<file path="src/rtl/addsub_arbiter.sv">
// Round-robin arbiter sharing one registered add/sub unit between the WB and LA requesters.
// Optional completion counters are enabled by defining ADDSUB_ARB_STATS_EN.
module addsub_arbiter #(
    parameter int unsigned BITS    = 32,
    parameter int unsigned ALU_LAT = 1
) (
    input  logic            clk_i,
    input  logic            reset_i,
    input  logic            wb_valid_i,
    input  logic            wb_sub_i,
    input  logic [BITS-1:0] wb_wdata_i,
    output logic            wb_ready_o,
    output logic [BITS-1:0] wb_rdata_o,
    input  logic            la_valid_i,
    input  logic            la_sub_i,
    input  logic [BITS-1:0] la_wdata_i,
    output logic            la_ready_o,
    output logic [BITS-1:0] la_rdata_o,
    output logic            alu_nadd_sub_o,
    output logic [BITS-1:0] alu_wdata_o,
    input  logic [BITS-1:0] alu_rdata_i,
    output logic            busy_o,
    output logic            grant_la_o,
    output logic [15:0]     wb_ops_o,
    output logic [15:0]     la_ops_o
);

    localparam int unsigned CntW = $clog2(ALU_LAT + 1);

    typedef enum logic [1:0] {StIdle, StExec, StResp} state_e;

    state_e          state_q, state_d;
    logic [CntW-1:0] cnt_q, cnt_d;
    logic            grant_la_q, grant_la_d;
    logic            alu_sub_q, alu_sub_d;
    logic [BITS-1:0] alu_wdata_q, alu_wdata_d;
    logic [BITS-1:0] wb_rdata_q, wb_rdata_d;
    logic [BITS-1:0] la_rdata_q, la_rdata_d;
    logic            pick_la;

    // On a tie the requester opposite to the last grant wins.
    assign pick_la = la_valid_i & (~wb_valid_i | ~grant_la_q);

    always_ff @(posedge clk_i or posedge reset_i) begin
        if (reset_i) begin
            state_q     <= StIdle;
            cnt_q       <= '0;
            grant_la_q  <= 1'b1;
            alu_sub_q   <= 1'b0;
            alu_wdata_q <= '0;
            wb_rdata_q  <= '0;
            la_rdata_q  <= '0;
        end else begin
            state_q     <= state_d;
            cnt_q       <= cnt_d;
            grant_la_q  <= grant_la_d;
            alu_sub_q   <= alu_sub_d;
            alu_wdata_q <= alu_wdata_d;
            wb_rdata_q  <= wb_rdata_d;
            la_rdata_q  <= la_rdata_d;
        end
    end

    always_comb begin
        state_d     = state_q;
        cnt_d       = cnt_q;
        grant_la_d  = grant_la_q;
        alu_sub_d   = alu_sub_q;
        alu_wdata_d = alu_wdata_q;
        wb_rdata_d  = wb_rdata_q;
        la_rdata_d  = la_rdata_q;
        unique case (state_q)
            StIdle: begin
                if (wb_valid_i || la_valid_i) begin
                    grant_la_d  = pick_la;
                    alu_sub_d   = pick_la ? la_sub_i : wb_sub_i;
                    alu_wdata_d = pick_la ? la_wdata_i : wb_wdata_i;
                    cnt_d       = CntW'(ALU_LAT);
                    state_d     = StExec;
                end
            end
            StExec: begin
                if (cnt_q == '0) begin
                    if (grant_la_q) la_rdata_d = alu_rdata_i;
                    else            wb_rdata_d = alu_rdata_i;
                    state_d = StResp;
                end else begin
                    cnt_d = cnt_q - 1'b1;
                end
            end
            StResp:  state_d = StIdle;
            default: state_d = StIdle;
        endcase
    end

    always_comb begin
        busy_o         = (state_q != StIdle);
        wb_ready_o     = (state_q == StResp) && !grant_la_q;
        la_ready_o     = (state_q == StResp) && grant_la_q;
        grant_la_o     = grant_la_q;
        alu_nadd_sub_o = alu_sub_q;
        alu_wdata_o    = alu_wdata_q;
        wb_rdata_o     = wb_rdata_q;
        la_rdata_o     = la_rdata_q;
    end

`ifdef ADDSUB_ARB_STATS_EN
    logic [15:0] wb_ops_q, wb_ops_d;
    logic [15:0] la_ops_q, la_ops_d;

    always_comb begin
        wb_ops_d = wb_ops_q;
        la_ops_d = la_ops_q;
        if (wb_ready_o && wb_ops_q != 16'hFFFF) wb_ops_d = wb_ops_q + 16'd1;
        if (la_ready_o && la_ops_q != 16'hFFFF) la_ops_d = la_ops_q + 16'd1;
    end

    always_ff @(posedge clk_i or posedge reset_i) begin
        if (reset_i) begin
            wb_ops_q <= '0;
            la_ops_q <= '0;
        end else begin
            wb_ops_q <= wb_ops_d;
            la_ops_q <= la_ops_d;
        end
    end

    assign wb_ops_o = wb_ops_q;
    assign la_ops_o = la_ops_q;
`else
    assign wb_ops_o = 16'h0000;
    assign la_ops_o = 16'h0000;
`endif

endmodule

</file>
<file path="config.mk">
export PLATFORM = sky130hd
export DESIGN_NAME = addsub_arbiter
export DESIGN_NICKNAME = d
export VERILOG_FILES = /design/src/rtl/addsub_arbiter.sv
export SDC_FILE = /design/constraint.sdc
export NUM_CORES = 1
export LEC_CHECK = 0
export BUFFER_PORTS_ARGS = -buffer_cell sky130_fd_sc_hd__buf_2
export CAP_MARGIN = 10
export CORE_MARGIN = 3
export CORE_UTILIZATION = 49
export DETAILED_ROUTE_END_ITERATION = 10
export PLACE_DENSITY = 0.84
export SLEW_MARGIN = 40
export SYNTH_ARGS = -nofsm -noshare
export SYNTH_HDL_FRONTEND = slang
export SYNTH_SLANG_ARGS = --single-unit
</file>
<file path="constraint.sdc">
create_clock -name clk_i -period 6.2 [get_ports clk_i]
set_clock_uncertainty 0.15 [all_clocks]
set_input_delay 1.24 -clock clk_i [delete_from_list [all_inputs] [get_ports clk_i]]
set_output_delay 1.24 -clock clk_i [all_outputs]
set_load 0.01 [all_outputs]
</file>
==> After elaboration in Yosys (flattened, before gate mapping) <==
Index checks and enable logic that the tools add are counted.
{ "op_classes": {"n_mux": 8, "bitwise": 5, "addsub": 1, "eq_ne": 4, "n_reduce_logical": 12} }
{ "op_table": {"columns": ["cell", "count"], "rows": [
  ["32-bit two-way mux", 1],
  ["2-bit AND reduction", 3],
  ["3-bit AND reduction", 2],
  ["2-bit two-way mux", 2],
  ["2-bit inequality test, second input constant", 2],
  ["2-bit one-hot mux with 2 select lines", 1],
  ["2-bit nonzero test", 2],
  ["1-bit two-way mux", 3],
  ["1-bit inverter", 3],
  ["2-bit by 1-bit == test with 1-bit output, second input constant", 1],
  ["2-bit == test, second input constant", 1],
  ["1-bit logical AND", 2],
  ["2-bit zero test", 1],
  ["1-bit one-hot mux with 2 select lines", 1],
  ["1-bit bitwise AND", 1],
  ["1-bit zero test", 1],
  ["1-bit logical OR", 1],
  ["1-bit bitwise OR", 1],
  ["1-bit subtractor, second input constant", 1]
]} }
{ "word_totals": {"out_inout_bits": 133, "ff_bits": 101, "word_cells": 37, "in_bits": 102} }

==> Logic depth before layout (Yosys ltp) <==
Gate-level depths: netlist of the first run.
{ "depth": {"depth_word": 4, "depth_mapped": 5} }

==> Worst setup path before layout of the first run <==
OpenSTA, ideal clock, no wires.
{ "synth_path": {"path_kind": "input-to-reg", "startpoint": "input port la_valid_i", "endpoint": "register alu_sub_q (netlist: alu_nadd_sub_o)", "setup_time_ns": 0.125, "arrival_time_ns": 2.236, "path_slack_ns": 3.689, "n_path_buf": 2, "stages": 5, "cell_sequence": "a21bo_1 -> buf_6 -> buf_6 -> mux2_4 -> mux2_2"} }
{ "synth_between": {"elab_chain_cells": 2, "word_cells_on_any_way": 4, "cone_classes": "mux: 1; bitwise: 1; reduce/logical: 2"} }
{ "synth_lines": {"columns": ["item", "line", "rtl"], "rows": [
  ["from (decl)", "14", "input logic la_valid_i,"],
  ["1-bit bitwise AND / 1-bit logical OR (equally long branches)", "42, 74", null],
  ["1-bit two-way mux / 2-bit AND reduction (equally long branches)", null, null],
  ["to (signal assigned)", "57", "alu_sub_q <= alu_sub_d;"],
  ["to (decl)", "35", "logic alu_sub_q, alu_sub_d;"]
]} }
Parallel ways exist; a longest one is shown, timed or not.
A chain may end at the register's enable or synchronous reset.

==> Worst setup path in the final report of the first run <==
{ "layout_path": {"startpoint": "register grant_la_q (netlist: grant_la_o)", "endpoint": "output port la_ready_o"} }
{ "layout_between": {"elab_chain_cells": 1} }
{ "layout_lines": {"columns": ["item", "line", "rtl"], "rows": [
  ["from (decl)", "34", "logic grant_la_q, grant_la_d;"],
  ["from (signal assigned)", "56", "grant_la_q <= grant_la_d;"],
  ["1-bit logical AND", "99", "la_ready_o = (state_q == StResp) && grant_la_q;"],
  ["to (decl)", "17", "output logic la_ready_o,"]
]} }
No other way between the ends.

==> impl_metrics.env, run 1 <==
export IMPL_rr_worst_depth=3
export IMPL_holdPathEnd="alu_wdata_o[16]"
export IMPL_viasPerCell=4.903
export IMPL_crit_start="grant_la_o"
export IMPL_status="finished clean"
export IMPL_grt_max_degree=61
export IMPL_synth_seq_area_share_pct=55.02
export IMPL_yosysWarnings=0
export IMPL_vdd_drop_max_uv=233.7
export IMPL_cp_required_ps=4810
export IMPL_start_util_pct=51.44
export IMPL_crit_arrival_ps=1360
export IMPL_crit_type="reg2out"
export IMPL_antennaDiodeCount=0
export IMPL_post_cts_setup_buffer_count=0
export IMPL_die_h_um=102.8
export IMPL_hold_viol=0
export IMPL_max_freq_mhz=363.3
export IMPL_maxSlewViolCount=0
export IMPL_synth_seq_cells=101
export IMPL_final_cell_area_sq_um=5710
export IMPL_gp_congestion=0.7582
export IMPL_syn_inst=295
export IMPL_die_w_um=102.8
export IMPL_cts_sinks=101
export IMPL_avgSynthCellArea_sq_um=15.58
export IMPL_synth_top_area_share_pct=54.45
export IMPL_syn_area_sq_um=4596
export IMPL_placed_area_sq_um=5529
export IMPL_worst_slew_pin_slew_ps=736.6
export IMPL_period_share_pct=44.40
export IMPL_track_usage_pct=18.30
export IMPL_grt_pass1_wl_um=15150
export IMPL_wirelength_um=9813
export IMPL_worstHoldStart="alu_wdata_o[16]"
export IMPL_drt_iter0_drc=43
export IMPL_final_layout_size_suffix_gt1_share_pct=71.00
export IMPL_fill_cells=719
export IMPL_numPortBuffers=202
export IMPL_worstReg2RegStart="grant_la_o"
export IMPL_setup_violations_final=0
export IMPL_ys_top_cells_by_area="dfrtp_1 54%, mux2_2 24%, mux2_4 9.5%, buf_4 5.7%, buf_6 1.7%"
export IMPL_ys_types=25
export IMPL_hold_buffers=0
export IMPL_power_leakage_nw=2.900
export IMPL_synth_compound_area_share_pct=0.8440
export IMPL_synthMuxAreaShare_pct=34.22
export IMPL_wire_per_inst_um=16.14
export IMPL_reg2reg_to="alu_wdata_o[29]"
export IMPL_rrSetupSlack_ps=4030
export IMPL_yosysTopAreaCell="dfrtp_1"
export IMPL_endpoint_kind="primary output"
export IMPL_hold_depth=1
export IMPL_clk_latency_ps=350
export IMPL_cts_resized=0
export IMPL_crit_path_start_kind="register"
export IMPL_rsz0062_at_grt="false"
export IMPL_h_tree_depth=3
export IMPL_cts_root_buffer="clkbuf_8"
export IMPL_cts_tree="yes"
export IMPL_yosys_area_share_simple_pct=1.688
export IMPL_cts_buffers=9
export IMPL_synth_top_family_by_area="multiplexers"
export IMPL_hpwl_um=7496
export IMPL_grt_ovfl_total=0
export IMPL_ant_nets=0
export IMPL_coreArea_sq_um=8934
export IMPL_synthAdderAreaFrac_pct=0
export IMPL_rows=34
export IMPL_fin_setup_tns_ps=0
export IMPL_finish_net_count=597
export IMPL_hp_class="reg2reg"
export IMPL_antenna_found_initial=0
export IMPL_die_area_sq_um=10580
export IMPL_cts_buffer_depth=2
export IMPL_path_max_fanout=7
export IMPL_synth_xor_area_share_pct=0
export IMPL_clkSlewWorstSetupHoldPaths_ps=90
export IMPL_slew_headroom_pct=50.90
export IMPL_syn2layout_area_growth_pct=24.26
export IMPL_ioPinCount=235
export IMPL_p_per_area_nw_per_um2=495.9
export IMPL_fin_crit_ps=2753
export IMPL_drc_errors=0
export IMPL_vias=2981
export IMPL_dr_pass1_iters=4
export IMPL_cap_violations=0
export IMPL_first_global_vias=3163
[synthesized netlist by cell type, drive strengths merged]
library cell / n
inv: 2
a21o: 1
clkbuf: 1
and2: 1
mux2: 130
nand2b: 1
o21ai: 1
dfstp: 1
a31o: 1
a21bo: 1
nor2: 2
or2: 1
o31ai: 1
conb: 1
nor3: 2
dfrtp: 100
nor3b: 2
buf: 46
[flip-flops by register name, summed over array words and instances, names as in the netlist]
register and count:
la_rdata_o 32, grant_la_o 1, state_q 2, wb_rdata_o 32
alu_wdata_o 32, cnt_q 1, alu_nadd_sub_o 1
[cells by family (layout without fill, tap and decap cells)]
family	Yosys count	count (layout)
simple gates	9	9
compound gates	5	5
mux	130	130
flops	101	101
buf+inv	49	223
other cells	1	32
[per-stage QoR]
stage / power [mW] / util [%] / setup slack, ps / cells / hold slack (ps)
after detailed placement: 2.488 / 61.89 / 3284 / 592 / 321.3
final: 2.832 / 63.92 / 3447 / 608 / 357.1
after global routing: 3.034 / 63.92 / 3320 / 608 / 377.2
after floorplan: 2.010 / - / 2165 / 326 / 305.0
after CTS: 2.874 / 63.92 / 3409 / 608 / 355.6
after global placement: 2.426 / 61.82 / 3007 / 592 / 313.8
[critical path, stage by stage, from the launching register on]
cell and delay [ps]:
dfstp_2 640, nor3b_1 210, buf_2 170
[metal layers]
| layer | track usage (%) | share of wire [%] | up-vias |
|---|---|---|---|
| li1 | - | - | 1369 |
| met1 | 20.76 | 36 | 1468 |
| met2 | 33.47 | 55 | 131 |
| met3 | 4.668 | 6.9 | 13 |
| met4 | 6.175 | 1.6 | 0 |
| met5 | 0 | 0 | - |
[placed cells by master (no fill, tap or decap), types with 2 or more instances in the layout]
cell type   instances
mux2_2             98
clkbuf_8            9
clkinvlp_4          2
conb_1             32
dfrtp_1           100
buf_4               3
mux2_1              3
buf_2             202
mux2_4             29
clkinv_4            2
[cell type report]
cell class / instances / area, sq um / share of cell area (%)
sequential: 101 / 2529 / 44.28
clock inverter: 7 / 57.56 / 1.008
timing repair buffer: 205 / 1033 / 18.10
clock buffer: 9 / 123.9 / 2.169
multi-input combinational: 176 / 1822 / 31.90
tap: 108 / 135.1 / 2.366
inverter: 2 / 10.01 / 0.1753
[how the worst max path moves through the flow]
stage                     slack, ps         endpoint
after floorplan                2160   alu_nadd_sub_o
after global placement         3010  alu_wdata_o[27]
after detailed placement       3280  alu_wdata_o[30]
after CTS                      3410       la_ready_o
after global routing           3320       la_ready_o
final                          3450       la_ready_o
[where the power goes]
group | leakage (nW) | internal (mW) | switching [mW]
clock network | 0.0877 | 0.151 | 0.233
logic | 1.62 | 0.679 | 0.591
registers | 1.20 | 1.00 | 0.176
total | 2.90 | 1.83 | 1.00
(Power assumes the default switching activity.)
==> run 2: changes to the inputs <==
--- a/config.mk
+++ b/config.mk
@@ -8,9 +8,9 @@
 export BUFFER_PORTS_ARGS = -buffer_cell sky130_fd_sc_hd__buf_2
 export CAP_MARGIN = 10
 export CORE_MARGIN = 3
-export CORE_UTILIZATION = 49
+export CORE_UTILIZATION = 46
 export DETAILED_ROUTE_END_ITERATION = 10
-export PLACE_DENSITY = 0.84
+export PLACE_DENSITY = 0.8
 export SLEW_MARGIN = 40
 export SYNTH_ARGS = -nofsm -noshare
 export SYNTH_HDL_FRONTEND = slang
==> constraint.sdc (replaced) <==
create_clock -name clk_i -period 2.85 [get_ports clk_i]
set_clock_uncertainty 0.15 [all_clocks]
set_input_delay 0.57 -clock clk_i [delete_from_list [all_inputs] [get_ports clk_i]]
set_output_delay 0.57 -clock clk_i [all_outputs]
set_load 0.01 [all_outputs]
==> run 2 against run 1 <==
Net effect: global-route usage down 0.71 points; final cell count is 3.9% higher; clock power grew 120%; design area grew 1.2%; first-iteration DRC count grew 88%; utilization shrank 2.8 points; sequential share of layout area shrank 0.53 points; wire length grew 0.19%.
==> impl_metrics.env, run 2 (synthesis gave the netlist of run 1 again) <==
export IMPL_status="finished clean"
export IMPL_start_util_pct=48.58
export IMPL_cts_tree="yes"
export IMPL_wire_per_inst_um=15.56
export IMPL_route_top_layer_used="met4"
export IMPL_gp_congestion=0.7542
export IMPL_wirelength_um=9832
export IMPL_cts_sinks=101
export IMPL_slew_headroom_pct=61.15
export IMPL_finish_net_count=600
export IMPL_syn2layout_area_growth_pct=25.76
export IMPL_vias=3015
export IMPL_clk_latency_ps=350
export IMPL_cp_cell_sequence="a21bo_2 > buf_12 > mux2_2 > mux2_2"
export IMPL_rrSetupSlack_ps=670
export IMPL_slowest_stage="dfstp_2"
export IMPL_critPathTopFamily="flip-flops"
export IMPL_viasPerCell=4.771
export IMPL_crit_path_start_kind="register"
export IMPL_die_area_sq_um=11230
export IMPL_antenna_found_initial=0
export IMPL_cts_resized=0
export IMPL_critical_path_buf_inv_count=1
export IMPL_post_cts_setup_buffer_count=0
export IMPL_setup_violations_final=0
export IMPL_ioPinCount=235
export IMPL_wl_met3_um=550
export IMPL_die_w_um=106.0
export IMPL_crit_arrival_ps=2280
export IMPL_power_leakage_nw=2.919
export IMPL_drt_iter0_drc=81
export IMPL_cp_required_ps=2950
export IMPL_grt_pass1_wl_um=15710
export IMPL_p_per_area_nw_per_um2=1068
export IMPL_die_h_um=106.0
export IMPL_hold_buffers=0
export IMPL_clkSlewWorstSetupHoldPaths_ps=100
export IMPL_path_max_fanout=22
export IMPL_place_inst=616
export IMPL_final_layout_size_suffix_gt1_share_pct=70.97
export IMPL_hpwl_um=7514
export IMPL_h_tree_depth=3
export IMPL_grt_ovfl_total=0
export IMPL_max_freq_mhz=458.0
export IMPL_maxSlewViolCount=0
export IMPL_wl_met2_um=5261
export IMPL_cts_root_buffer="clkbuf_8"
export IMPL_drt_met1_wl_um=3848
export IMPL_cts_buffers=9
export IMPL_fin_util_pct=61.10
export IMPL_worst_slew_pin_slew_ps=582.8
export IMPL_vdd_drop_max_uv=519.5
export IMPL_ant_nets=0
export IMPL_endpoint_kind="register"
export IMPL_track_usage_pct=17.58
export IMPL_dr_pass1_iters=4
export IMPL_path_common_cell="mux2_2"
export IMPL_grt_max_degree=65
export IMPL_fin_crit_ps=2183
export IMPL_final_common_cell="buf_2"
export IMPL_period_share_pct=76.61
export IMPL_hold_viol=0
export IMPL_worst_path_largest_cell_delay_ps=620
export IMPL_fin_setup_tns_ps=0
export IMPL_layout_common_cells="202 x buf_2, 100 x dfrtp_1, 98 x mux2_2, 32 x conb_1, 29 x mux2_4"
export IMPL_rows=35
export IMPL_fin_cells=632
export IMPL_cts_buffer_depth=2
export IMPL_cap_violations=0
export IMPL_first_global_vias=3166
export IMPL_crit_type="reg2reg"
export IMPL_drc_errors=0
export IMPL_rsz0062_at_grt="false"
export IMPL_numPortBuffers=202
export IMPL_hp_class="in2async"
export IMPL_antennaDiodeCount=0
export IMPL_coreArea_sq_um=9459
-- run 2: cell types whose count changed in the layout (fill, tap and decap cells not counted), sizes merged --
cell    previous run  this run
buf              205       208
clkbuf             9        10
clkinv             3         2
-- run 2: per-stage QoR --
| stage | worst slack [ps] | power (mW) | area, sq um | hold WS, ps |
|---|---|---|---|---|
| after floorplan | 927.2 | 4.373 | 4716 | 305.0 |
| after CTS | 652.9 | 6.280 | 5779 | 157.3 |
| after global placement | 586.3 | 5.307 | 5598 | 316.9 |
| after detailed placement | 553.1 | 5.409 | 5598 | 321.5 |
| final | 666.7 | 6.174 | 5779 | 139.7 |
| after global routing | 591.8 | 6.605 | 5779 | 159.6 |
-- run 2: final cells by class --
type,count,area [sq um]
timing repair buffer,208,1081
fill,783,3680
sequential,101,2529
inverter,2,11.26
tap,129,161.4
clock buffer,10,127.6
multi-input combinational,176,1815
clock inverter,6,53.80
-- run 2: routing by layer --
layer | vias up | GRT usage [%]
li1 | 1377 | -
met1 | 1503 | 20.94
met2 | 121 | 31.83
met3 | 14 | 3.218
met4 | 0 | 6.198
met5 | - | 0
-- run 2: worst register-to-register path, delay by kind of cell, from the launching register on --
kind                   cells  cell delay, ps
muxes                      2             620
buffers and inverters      1             260
DFF                        1             620
AOI/OAI and AO/OA          1             430
-- run 2: worst paths after layout --
kind                                         to            start  depth (start not counted)
worst min-delay path             wb_rdata_o[21]          reset_i                          3
worst min register to register   wb_rdata_o[24]   wb_rdata_o[24]                          1
min in group clk_i               la_rdata_o[17]  alu_rdata_i[17]                          2
worst max register to register  alu_wdata_o[29]       grant_la_o                          4
max in group asynchronous            grant_la_o          reset_i                          3
worst max-delay path            alu_wdata_o[29]       grant_la_o                          4
-- run 2: where the power goes --
group / internal (mW) / switching [mW] / total [mW]
Combinational: 1.49 / 1.28 / 2.77
Clock: 0.334 / 0.523 / 0.858
Sequential: 2.18 / 0.372 / 2.55
Total: 4.00 / 2.17 / 6.17
==> run 3: changes to the inputs <==
--- a/config.mk
+++ b/config.mk
@@ -5,12 +5,13 @@
 export SDC_FILE = /design/constraint.sdc
 export NUM_CORES = 1
 export LEC_CHECK = 0
+export ABC_AREA = 1
 export BUFFER_PORTS_ARGS = -buffer_cell sky130_fd_sc_hd__buf_2
 export CAP_MARGIN = 10
 export CORE_MARGIN = 3
-export CORE_UTILIZATION = 46
+export CORE_UTILIZATION = 42
 export DETAILED_ROUTE_END_ITERATION = 10
-export PLACE_DENSITY = 0.8
+export PLACE_DENSITY = 0.75
 export SLEW_MARGIN = 40
 export SYNTH_ARGS = -nofsm -noshare
 export SYNTH_HDL_FRONTEND = slang
==> constraint.sdc (replaced) <==
create_clock -name clk_i -period 1.8 [get_ports clk_i]
set_clock_uncertainty 0.15 [all_clocks]
set_input_delay 0.36 -clock clk_i [delete_from_list [all_inputs] [get_ports clk_i]]
set_output_delay 0.36 -clock clk_i [all_outputs]
set_load 0.01 [all_outputs]
==> run 3 against run 2 <==
Net effect: flip-flop and latch count did not move; sequential share of layout area down 3.8 points; count of clock-buffer cells in the layout is 1 lower; area after synthesis increased by 9.2%; critical path type is now reg2out; final cell count up 46%; non-clock buffer count increased by 5; largest power group unchanged; highest routed layer unchanged; design area rose by 9.6%; largest cell class unchanged; first-iteration DRC count grew to 3.1 times the previous value; critical path depth decreased by 1.
==> impl_metrics.env, run 3 <==
export IMPL_synth_seq_cells=101
export IMPL_top_usage_layer="met2"
export IMPL_pwr_share_clk_pct=18.0
export IMPL_met2_usage_pct=28.82
export IMPL_p_seq_share_pct=36.8
export IMPL_endpoint_kind="primary output"
export IMPL_final_cell_area_sq_um=6334
export IMPL_clk_latency_ps=330
export IMPL_antennaDiodeCount=0
export IMPL_maxSlewViolCount=0
export IMPL_synth_top_area_share_pct=49.86
export IMPL_status="finished clean"
export IMPL_grtUsageMet3_pct=2.579
export IMPL_yosysTopAreaCell="dfrtp_1"
export IMPL_worst_slew_pin_slew_ps=542.9
export IMPL_yosysWarnings=0
export IMPL_fill_cells=1103
export IMPL_placed_area_sq_um=5995
export IMPL_viasPerCell=4.472
export IMPL_cts_buffer_depth=2
export IMPL_numPortBuffers=202
export IMPL_fin_setup_tns_ps=0
export IMPL_antenna_found_initial=0
export IMPL_fin_crit_ps=1743
export IMPL_ioPinCount=235
export IMPL_cts_buffers=9
export IMPL_fin_cells=922
export IMPL_max_freq_mhz=573.7
export IMPL_finish_net_count=876
export IMPL_die_h_um=115.3
export IMPL_wirelength_um=11840
export IMPL_synthTopCellsByCount="165 x nand2_1, 101 x inv_1, 100 x dfrtp_1, 66 x nand3_1, 59 x o21ai_2"
export IMPL_cp_cell_sequence="buf_4 > nor3_1 > buf_2"
export IMPL_rrSetupSlack_ps=250
export IMPL_start_util_pct=43.39
export IMPL_place_inst=904
export IMPL_seqCellArea_sq_um=2529
export IMPL_period_share_pct=96.83
export IMPL_grt_ovfl_total=0
export IMPL_grt_pass1_wl_um=18360
export IMPL_first_global_vias=3720
export IMPL_crit_type="reg2out"
export IMPL_crit_arrival_ps=1230
export IMPL_die_area_sq_um=13300
export IMPL_p_sw_mw=4.448
export IMPL_rows=39
export IMPL_switching_share_pct=40.53
export IMPL_p_per_area_nw_per_um2=1733
export IMPL_final_layout_size_suffix_gt1_share_pct=39.02
export IMPL_power_internal_mw=6.527
export IMPL_clkSlewWorstSetupHoldPaths_ps=70
export IMPL_vias=4123
export IMPL_holdWs_ps=17.86
export IMPL_wire_per_inst_um=12.84
export IMPL_ys_top_cells_by_area="dfrtp_1 50%, nand2_1 12%, o21ai_2 10%, inv_1 7.6%, nand3_1 6.6%"
export IMPL_syn_inst=578
export IMPL_avgSynthCellArea_sq_um=8.683
export IMPL_final_common_cell="buf_2"
export IMPL_grt_max_degree=102
export IMPL_syn2layout_area_growth_pct=26.20
export IMPL_power_leakage_nw=3.778
export IMPL_critPathTopFamily="flip-flops"
export IMPL_layout_common_cells="202 x buf_2, 164 x nand2_1, 100 x inv_1, 100 x dfrtp_1, 66 x nand3_1"
export IMPL_h_tree_depth=3
export IMPL_multi_input_area_sq_um=1757
export IMPL_cap_violations=0
export IMPL_slowest_stage="dfstp_2"
export IMPL_grt_use_met1_pct=22.59
export IMPL_track_usage_pct=17.12
export IMPL_worst_path_largest_cell_delay_ps=550
export IMPL_coreArea_sq_um=11560
export IMPL_hold_buffers=0
export IMPL_hold_viol=0
export IMPL_path_max_fanout=5
export IMPL_critical_path_buf_inv_count=2
export IMPL_synthArstFlopShare_pct=100.0
export IMPL_setup_violations_final=0
export IMPL_hp_class="in2async"
export IMPL_synth_seq_area_share_pct=50.39
export IMPL_cts_tree="yes"
export IMPL_cts_sinks=101
export IMPL_synth_edf_count=0
export IMPL_rsz0062_at_grt="false"
export IMPL_vdd_drop_max_uv=689.5
export IMPL_ys_types=21
export IMPL_total_power_mw=10.98
export IMPL_hpwl_um=8466
export IMPL_die_w_um=115.3
export IMPL_syn_area_sq_um=5019
export IMPL_ant_nets=0
export IMPL_drc_errors=0
export IMPL_cp_required_ps=1290
export IMPL_dr_pass1_iters=4
export IMPL_comb_power_share_pct=45.2
export IMPL_cts_root_buffer="clkbuf_16"
export IMPL_crit_path_start_kind="register"
export IMPL_drt_iter0_drc=249
export IMPL_ys_flop_type="dfrtp_1"
export IMPL_post_synth_top_count_cell="nand2_1"
export IMPL_slew_headroom_pct=63.81
export IMPL_gp_congestion=0.8093
[run 3: per-layer routing]
layer	vias up	wire, um
met5	-	0
met1	1880	4950
met4	0	221
met3	17	579
met2	130	6089
li1	2096	-
[run 3: path summary, 6_finish.rpt]
kind	from	end	cells after the start
max in group asynchronous	reset_i	wb_rdata_o[29]	3
hold / removal	reset_i	alu_wdata_o[24]	3
hold reg to reg	alu_wdata_o[29]	alu_wdata_o[29]	2
min in group clk_i	alu_rdata_i[7]	la_rdata_o[7]	3
setup reg to reg	grant_la_o	wb_rdata_o[4]	6
setup / recovery	grant_la_o	wb_ready_o	3
[run 3: power by group through the flow]
stage	combinational, mW	sequential (mW)	clock (mW)
4_1_cts	4.99	4.05	2.02
5_1_grt	5.51	4.18	2.12
3_3_place_gp	4.84	4.05	0
2_1_floorplan	2.75	4.59	0
3_5_place_dp	4.95	4.08	0
6_report	4.96	4.04	1.97
[run 3: layout make-up]
class                      instances  area share (%)
inverter                         104           6.223
clock inverter                     7           1.284
multi-input combinational        345           27.74
clock buffer                       9           3.556
timing repair buffer             213           18.45
tap                              143           2.825
sequential                       101           39.93
[run 3: what timing repair did]
| action | in CTS | in global routing |
|---|---|---|
| endpoints found under the setup margin | 1 | 26 |
| cloned | 0 | 1 |
| resized for setup | 1 | 3 |
| setup buffers | 1 | 0 |
[run 3: cells by family (layout without fill, tap and decap cells)]
| family | after synthesis | in the layout | synth area share [%] |
|---|---|---|---|
| buf+inv | 164 | 333 | 17.43 |
| compound gates | 68 | 68 | 11.42 |
| simple gates | 244 | 245 | 20.69 |
| flops | 101 | 101 | 50.39 |
| other cells | 1 | 32 | 0.07472 |
[run 3: per-stage QoR]
step,util (%),setup slack [ps]
6_report,54.77,57.08
5_1_grt,54.77,9.645
4_1_cts,54.59,31.44
3_5_place_dp,51.83,85.78
3_3_place_gp,51.83,171.0
2_1_floorplan,-,87.22
[run 3: tightest hold or removal path: cells and delay by family]
kind / cells / cell delay [ps]
buffers and inverters: 3 / 580
